<file path="src/rtl/logic_gate_pipe.sv">
// rtl/logic_gate_pipe.sv - registered WIDTH-bit bitwise gate with valid/ready, skid buffer, flags and transfer counter
module logic_gate_pipe #(
  parameter int WIDTH = 8,
  parameter int CNT_W = 8
) (
  input  logic             clk,
  input  logic             rst_n,
  input  logic [WIDTH-1:0] A,
  input  logic [WIDTH-1:0] B,
  input  logic [2:0]       OP,
  input  logic             in_valid,
  output logic             in_ready,
  output logic [WIDTH-1:0] Q,
  output logic             Z,
  output logic             P,
  output logic             out_valid,
  input  logic             out_ready,
  output logic [CNT_W-1:0] CNT
);

  localparam logic [2:0] OP_AND  = 3'b000;
  localparam logic [2:0] OP_OR   = 3'b001;
  localparam logic [2:0] OP_XOR  = 3'b010;
  localparam logic [2:0] OP_XNOR = 3'b011;
  localparam logic [2:0] OP_NAND = 3'b100;
  localparam logic [2:0] OP_NOR  = 3'b101;
  localparam logic [2:0] OP_NOT  = 3'b110;

  logic [WIDTH-1:0] res;
  logic             res_z;
  logic             res_p;

  logic             out_v;
  logic [WIDTH-1:0] out_q;
  logic             out_z;
  logic             out_p;

  logic             skid_v;
  logic [WIDTH-1:0] skid_q;
  logic             skid_z;
  logic             skid_p;

  logic [CNT_W-1:0] cnt;

  logic in_xfer;
  logic out_xfer;
  logic out_free;

  always_comb begin
    res = A;
    case (OP)
      OP_AND:  res = A & B;
      OP_OR:   res = A | B;
      OP_XOR:  res = A ^ B;
      OP_XNOR: res = ~(A ^ B);
      OP_NAND: res = ~(A & B);
      OP_NOR:  res = ~(A | B);
      OP_NOT:  res = ~A;
      default: res = A;
    endcase
  end

  assign res_z = (res == '0);
  assign res_p = ^res;

  // in_ready comes straight from the skid flop, so out_ready never reaches it combinationally.
  assign in_xfer  = in_valid & ~skid_v;
  assign out_xfer = out_v & out_ready;
  assign out_free = ~out_v | out_ready;

  always_ff @(posedge clk) begin
    if (!rst_n) begin
      out_v  <= 1'b0;
      out_q  <= '0;
      out_z  <= 1'b1;
      out_p  <= 1'b0;
      skid_v <= 1'b0;
      skid_q <= '0;
      skid_z <= 1'b1;
      skid_p <= 1'b0;
      cnt    <= '0;
    end else begin
      if (out_xfer) begin
        cnt <= cnt + CNT_W'(1);
      end
      if (out_free) begin
        // Older skid entry always wins the OUT slot to preserve FIFO order.
        if (skid_v) begin
          out_v  <= 1'b1;
          out_q  <= skid_q;
          out_z  <= skid_z;
          out_p  <= skid_p;
          skid_v <= 1'b0;
        end else if (in_xfer) begin
          out_v <= 1'b1;
          out_q <= res;
          out_z <= res_z;
          out_p <= res_p;
        end else begin
          out_v <= 1'b0;
        end
      end else if (in_xfer) begin
        skid_v <= 1'b1;
        skid_q <= res;
        skid_z <= res_z;
        skid_p <= res_p;
      end
    end
  end

  assign in_ready  = ~skid_v;
  assign out_valid = out_v;
  assign Q         = out_q;
  assign Z         = out_z;
  assign P         = out_p;
  assign CNT       = cnt;

endmodule

</file>
<file path="config.mk">
export PLATFORM = sky130hd
export DESIGN_NAME = logic_gate_pipe
export DESIGN_NICKNAME = d
export VERILOG_FILES = /design/src/rtl/logic_gate_pipe.sv
export SDC_FILE = /design/constraint.sdc
export NUM_CORES = 1
export LEC_CHECK = 0
export CORE_ASPECT_RATIO = 1.4
export CORE_MARGIN = 2
export CORE_UTILIZATION = 48
export DETAILED_ROUTE_END_ITERATION = 7
export PLACE_DENSITY = 0.83
export SETUP_SLACK_MARGIN = 0.5
export SLEW_MARGIN = 0
export SYNTH_ARGS = -nofsm -noshare
export SYNTH_HDL_FRONTEND = slang
export SYNTH_SLANG_ARGS = --single-unit
</file>
<file path="constraint.sdc">
create_clock -name clk -period 4.1 [get_ports clk]
set_clock_uncertainty 0.1 [all_clocks]
set_input_delay 0.82 -clock clk [delete_from_list [all_inputs] [get_ports clk]]
set_output_delay 0.82 -clock clk [all_outputs]
set_load 0.1 [all_outputs]
</file>
; ---- Word-level counts from Yosys, hierarchy flattened
; Index checks and enable logic that the tools add are counted.
[word_totals]
ff_bits = 30
inputBits = 23
out_inout_bits = 20
word_cells = 46
[classes]
n_addsub = 1
eq_ne = 6
mux = 9
n_bitwise = 14
n_reduce_logical = 7
[ops]
columns = cell, count
row1 = $pmux W8 S7, 1
row2 = $not A8 Y8, 4
row3 = $mux W8, 2
row4 = $eq A3 B3 Y1 const B, 3
row5 = $add A8 B1 Y8 const B, 1
row6 = $and A8 B8 Y8, 1
row7 = $logic_not A8 Y1, 1
row8 = $or A8 B8 Y8, 1
row9 = $reduce_xor A8 Y1, 1
row10 = $xor A8 B8 Y8, 1
row11 = $eq A3 B2 Y1 const B, 2
row12 = $mux W1, 6
row13 = $not A1 Y1, 4
row14 = $reduce_and A2 Y1, 2
row15 = $eq A3 B1 Y1 const B, 1
row16 = $logic_not A3 Y1, 1
row17 = $and A1 B1 Y1, 2
row18 = $reduce_bool A2 Y1, 1
row19 = $reduce_or A2 Y1, 1
row20 = $or A1 B1 Y1, 1

; ---- Logic depth before layout (Yosys ltp)
[depth]
word_depth = 6
mapped_depth = 12
mapped_depth_nobuf = 12

; ---- Least setup slack after synthesis
; No wires, ideal clock.
[synth_timing]
path_type = input -> register
from = input A[2]
to = register out_p (netlist: P)
setup_ns = 0.132
arrival_time_ns = 2.546
t_required_ns = 3.868
path_slack_ns = 1.321
path_stages = 11
path_buffers = 0
cell_sequence = inv_1 -> ha_1 -> xnor2_1 -> a211oi_1 -> o211ai_1 -> ha_1 -> xnor2_1 -> xnor2_1 -> nand2_1 -> o2111ai_1 -> o21ai_0
[synth_between]
elab_chain_cells = 6
elab_cells_between_ends = 11
cone_classes = mux: 3 / bitwise: 7 / reduce/logical: 1
[synth_rtl]
columns = item, line
row1 = "start, declared", 8  ; input logic [WIDTH-1:0] A,
row2 = "$or A8 B8 Y8, or another cell as far along", "53, 57"
row3 = $not A8 Y8 (on tied branches), "57, 55, 56"
row4 = $pmux W8 S7 (*), 51  ; case (OP)
row5 = $reduce_xor A8 Y1 (*), 64  ; assign res_p = ^res;
row6 = $mux W1 (*), 94  ; end else if (in_xfer) begin
row7 = $mux W1 (*), 88  ; if (skid_v) begin
row8 = "end signal, assigned", 92  ; out_p <= skid_p;
row9 = "end signal, assigned", 98  ; out_p <= res_p;
row10 = "end, declared", 36  ; logic out_p;
; Mark *: on every way between the ends. The rest lies on a longest branch, timed or not. The select of a mux whose other input is x is not followed.
; A chain may end at the register's enable or synchronous reset.

; ---- Worst setup path in the final report
[layout_timing]
from = input OP[1]
to = register out_p (netlist: P)
[layout_between]
elab_chain_cells = 5
elab_cells_between_ends = 11
cone_classes = eq/ne: 6 / mux: 3 / reduce/logical: 2
[layout_rtl]
columns = item, line
row1 = "start, declared", 10  ; input logic [2:0] OP,
row2 = "$eq A3 B3 Y1, or another cell as far along", 51
row3 = $pmux W8 S7 (*), 51
row4 = $reduce_xor A8 Y1 (*), 64
row5 = $mux W1 (*), 94
row6 = $mux W1 (*), 88
; Marked as above.

==> reports/results.ini <==
[timing]
period_share_pct = 79.3
final.setup.worst_slack_ns = 0.847
tightest_slew_ns = 0.981
fmax_ghz = 0.307
max_slew_margin_pct = 34.4
maxSlewViolCount = 0
rsz0062_at_grt = no
report.final.hold_viol_count = 0
setup-violations-final = 0
fin_crit_ns = 3.25
setup_tns_ns = 0

[floorplanning]
die_y_um = 81.6
coreArea_um2 = 4170
dieWidth_um = 59.4
ios = 43
design.die.area_um2 = 4850
initial_core_util_pct = 49.5
row_count = 28

[setup_path]
path_common_cell = xnor2_1
start_kind = input port
crit_path_end_kind = register
crit_family = buffers and inverters
crit_buf_inv = 1
crit_path_max_fanout = 17
cp.required_ns = 4.16
path_depth = 10
cp.arrival_ns = 3.32
crit_path_cell_trace = clkdlybuf4s50_1 -> nand2b_1 -> o2111a_1 -> o211ai_1 -> ha_1 -> xnor2_1 -> xnor2_1 -> nand2_1 -> o2111ai_1 -> o21ai_0
cpPeakStageDelay_ns = 0.78
r2r_cells = 4
critical_path_class = input port to register
slowest_stage = clkdlybuf4s50_1

[drt]
drc = 0
dr.pass1.iters = 4
ant_nets = 0
vias_per_cell = 5.46
wl_um = 3940
drt_iter0_drc = 56
via_count = 1823
wire_per_inst_um = 11.8

[yosys]
netlist_instances = 252
synth_edf_count = 0
seq_area_frac_synth_pct = 29.1
synth_area_leaders = dfxtp_1 (29%), ha_1 (13%), xnor2_1 (9.8%), nand2_1 (5.6%), o21ai_0 (4.4%)
synth_commonest_cells = nand2_1 (31), dfxtp_1 (30), xnor2_1 (23), ha_1 (21), inv_1 (20)
avgSynthCellArea_um2 = 8.19
synth_area_um2 = 2060
synth_seq_cells = 30
synth_top_cell_area_share_pct = 29.1
yosys_warnings = 0
yosysMostFrequentCell = nand2_1
ys_types = 39
synth_fp_nets = 296
yosys_most_used_dff = dfxtp_1
synth_top_cell_by_area = dfxtp_1
async_flop_share_pct = 0

[placed_design]
routabilityCongestion = 0.756
post-dp-hpwl_um = 3010
dp_slack_ns = 0.554
io_buffer_count = 42

[cts]
cts_resized = 0
clk_latency_ns = 0.28
cts_buffers = 5
ctsRootBufferMaster = clkbuf_8
clock_sinks = 30
clock_path_buffers = 2
holdBufCountCts = 0
cts_setup_buffers = 0
ctsHtreeMaxLevel = 2
cts_tree = built
clk_pin_slew_ns = 0.06

[grt]
grt-ovfl-total = 0
grt_pass1_wl_um = 6870
grt_start_max_net_pins = 34
grt_pass1_vias = 1682
grt_use_total_pct = 17.8
grt_antenna_before_repair = 0

[layout]
nets = 332
antenna-diode-count = 0
layout-drive-gt1-share_pct = 5.19
fillerInstances = 375
areaGrowthSynthToFinish_pct = 25.5
final_util_pct = 62.2

[power_and_ir_drop]
leakage_uw = 0.00105
power-per-cell-area_nw_per_um2 = 356
peakVddDrop_mv = 0.162

[status]
status = completed

[worst_hold_path]
hold_class = register to register
hold_depth = 2

[job]
cap_viol_max_count = 0

sequential cells by signal (all words and copies together), names as in the netlist:
| register | flops |
|---|---|
| CNT | 8 |
| Z | 1 |
| skid_q | 8 |
| out_valid | 1 |
| Q | 8 |
| skid_v | 1 |
| P | 1 |
| skid_z | 1 |
| skid_p | 1 |
layout make-up:
| cell class | count | area, µm² | area share (%) |
|---|---|---|---|
| Sequential cell | 30 | 601 | 23.2 |
| Multi-Input combinational cell | 185 | 1300 | 50.1 |
| Inverter | 20 | 75.1 | 2.90 |
| Clock buffer | 8 | 110 | 4.25 |
| Timing Repair Buffer | 46 | 450 | 17.4 |
| Tap cell | 45 | 56.3 | 2.17 |
path summary, 6_finish.rpt:
kind,start,end,slack (ns)
worst max-delay path,OP[1],P,0.85
worst min-delay path,skid_q[2],skid_q[2],0.37
worst max register to register,skid_v,Q[4],2.10
worst min register to register,skid_q[2],skid_q[2],0.37
routing by layer:
| metal | wire length (µm) | share of wire (%) | global-route usage [%] | up-vias |
|---|---|---|---|---|
| met3 | 188 | 4.8 | 3.15 | 6 |
| met4 | 60 | 1.5 | 6.14 | 0 |
| met5 | 0 | 0 | 0 | - |
| met1 | 1640 | 42 | 19.4 | 829 |
| met2 | 2060 | 52 | 33.4 | 47 |
| li1 | - | - | - | 941 |
cells by family (layout without fill, tap and decap cells):
family,Yosys count,count (layout),share of synthesized area [%]
buffers and inverters,37,74,8.00
flip-flops,30,30,29.1
XOR/XNOR,23,23,9.76
multiplexers,8,8,3.88
AO/OA/AOI/OAI,56,56,17.8
AND/OR/NAND/NOR,77,77,18.8
adder cells (fa/ha/maj),21,21,12.7
tightest hold or removal path: cells and delay by family (launching register included):
| family | cells | cell delay [ns] |
|---|---|---|
| compound gates | 1 | 0.06 |
| flops | 1 | 0.31 |
| simple gates | 1 | 0.05 |
stage by stage:
step | cell area [µm²] | std cells | total power [µW] | hold WS, ns
finish | 2590 | 334 | 922 | 0.371
global route | 2590 | 334 | 970 | 0.409
CTS | 2590 | 334 | 932 | 0.372
detailed placement | 2480 | 326 | 656 | 0.353
global placement | 2480 | 326 | 649 | 0.352
floorplan | 2060 | 252 | 578 | 0.346
report_power, final:
part           internal (µW)  leakage (µW)  switching, µW
Clock                    169     0.0000575            104
Sequential               310      0.000245           11.2
Combinational            119      0.000743            208
cell usage in the layout (no fill, tap or decap), types with 2 or more instances in the layout:
| cell | n |
|---|---|
| ha_1 | 21 |
| o221ai_1 | 6 |
| a21oi_1 | 7 |
| nand2_1 | 31 |
| and2_1 | 7 |
| a21boi_0 | 2 |
| o21ai_0 | 18 |
| o21a_1 | 2 |
| nor2b_1 | 2 |
| clkbuf_8 | 8 |
| dfxtp_1 | 30 |
| buf_4 | 4 |
| o22ai_1 | 2 |
| mux2i_1 | 8 |
| nand3b_1 | 4 |
| xnor2_1 | 23 |
| inv_1 | 20 |
| o21ai_1 | 8 |
| o211ai_1 | 2 |
| o2111a_1 | 2 |
| nor3_1 | 2 |
| nor2_1 | 8 |
| nand2b_1 | 2 |
| and3b_1 | 2 |
| nand4_1 | 8 |
| clkdlybuf4s50_1 | 42 |
| nand3_1 | 6 |
| nor3b_1 | 2 |
No activity file was read; power rests on OpenSTA's default activity.
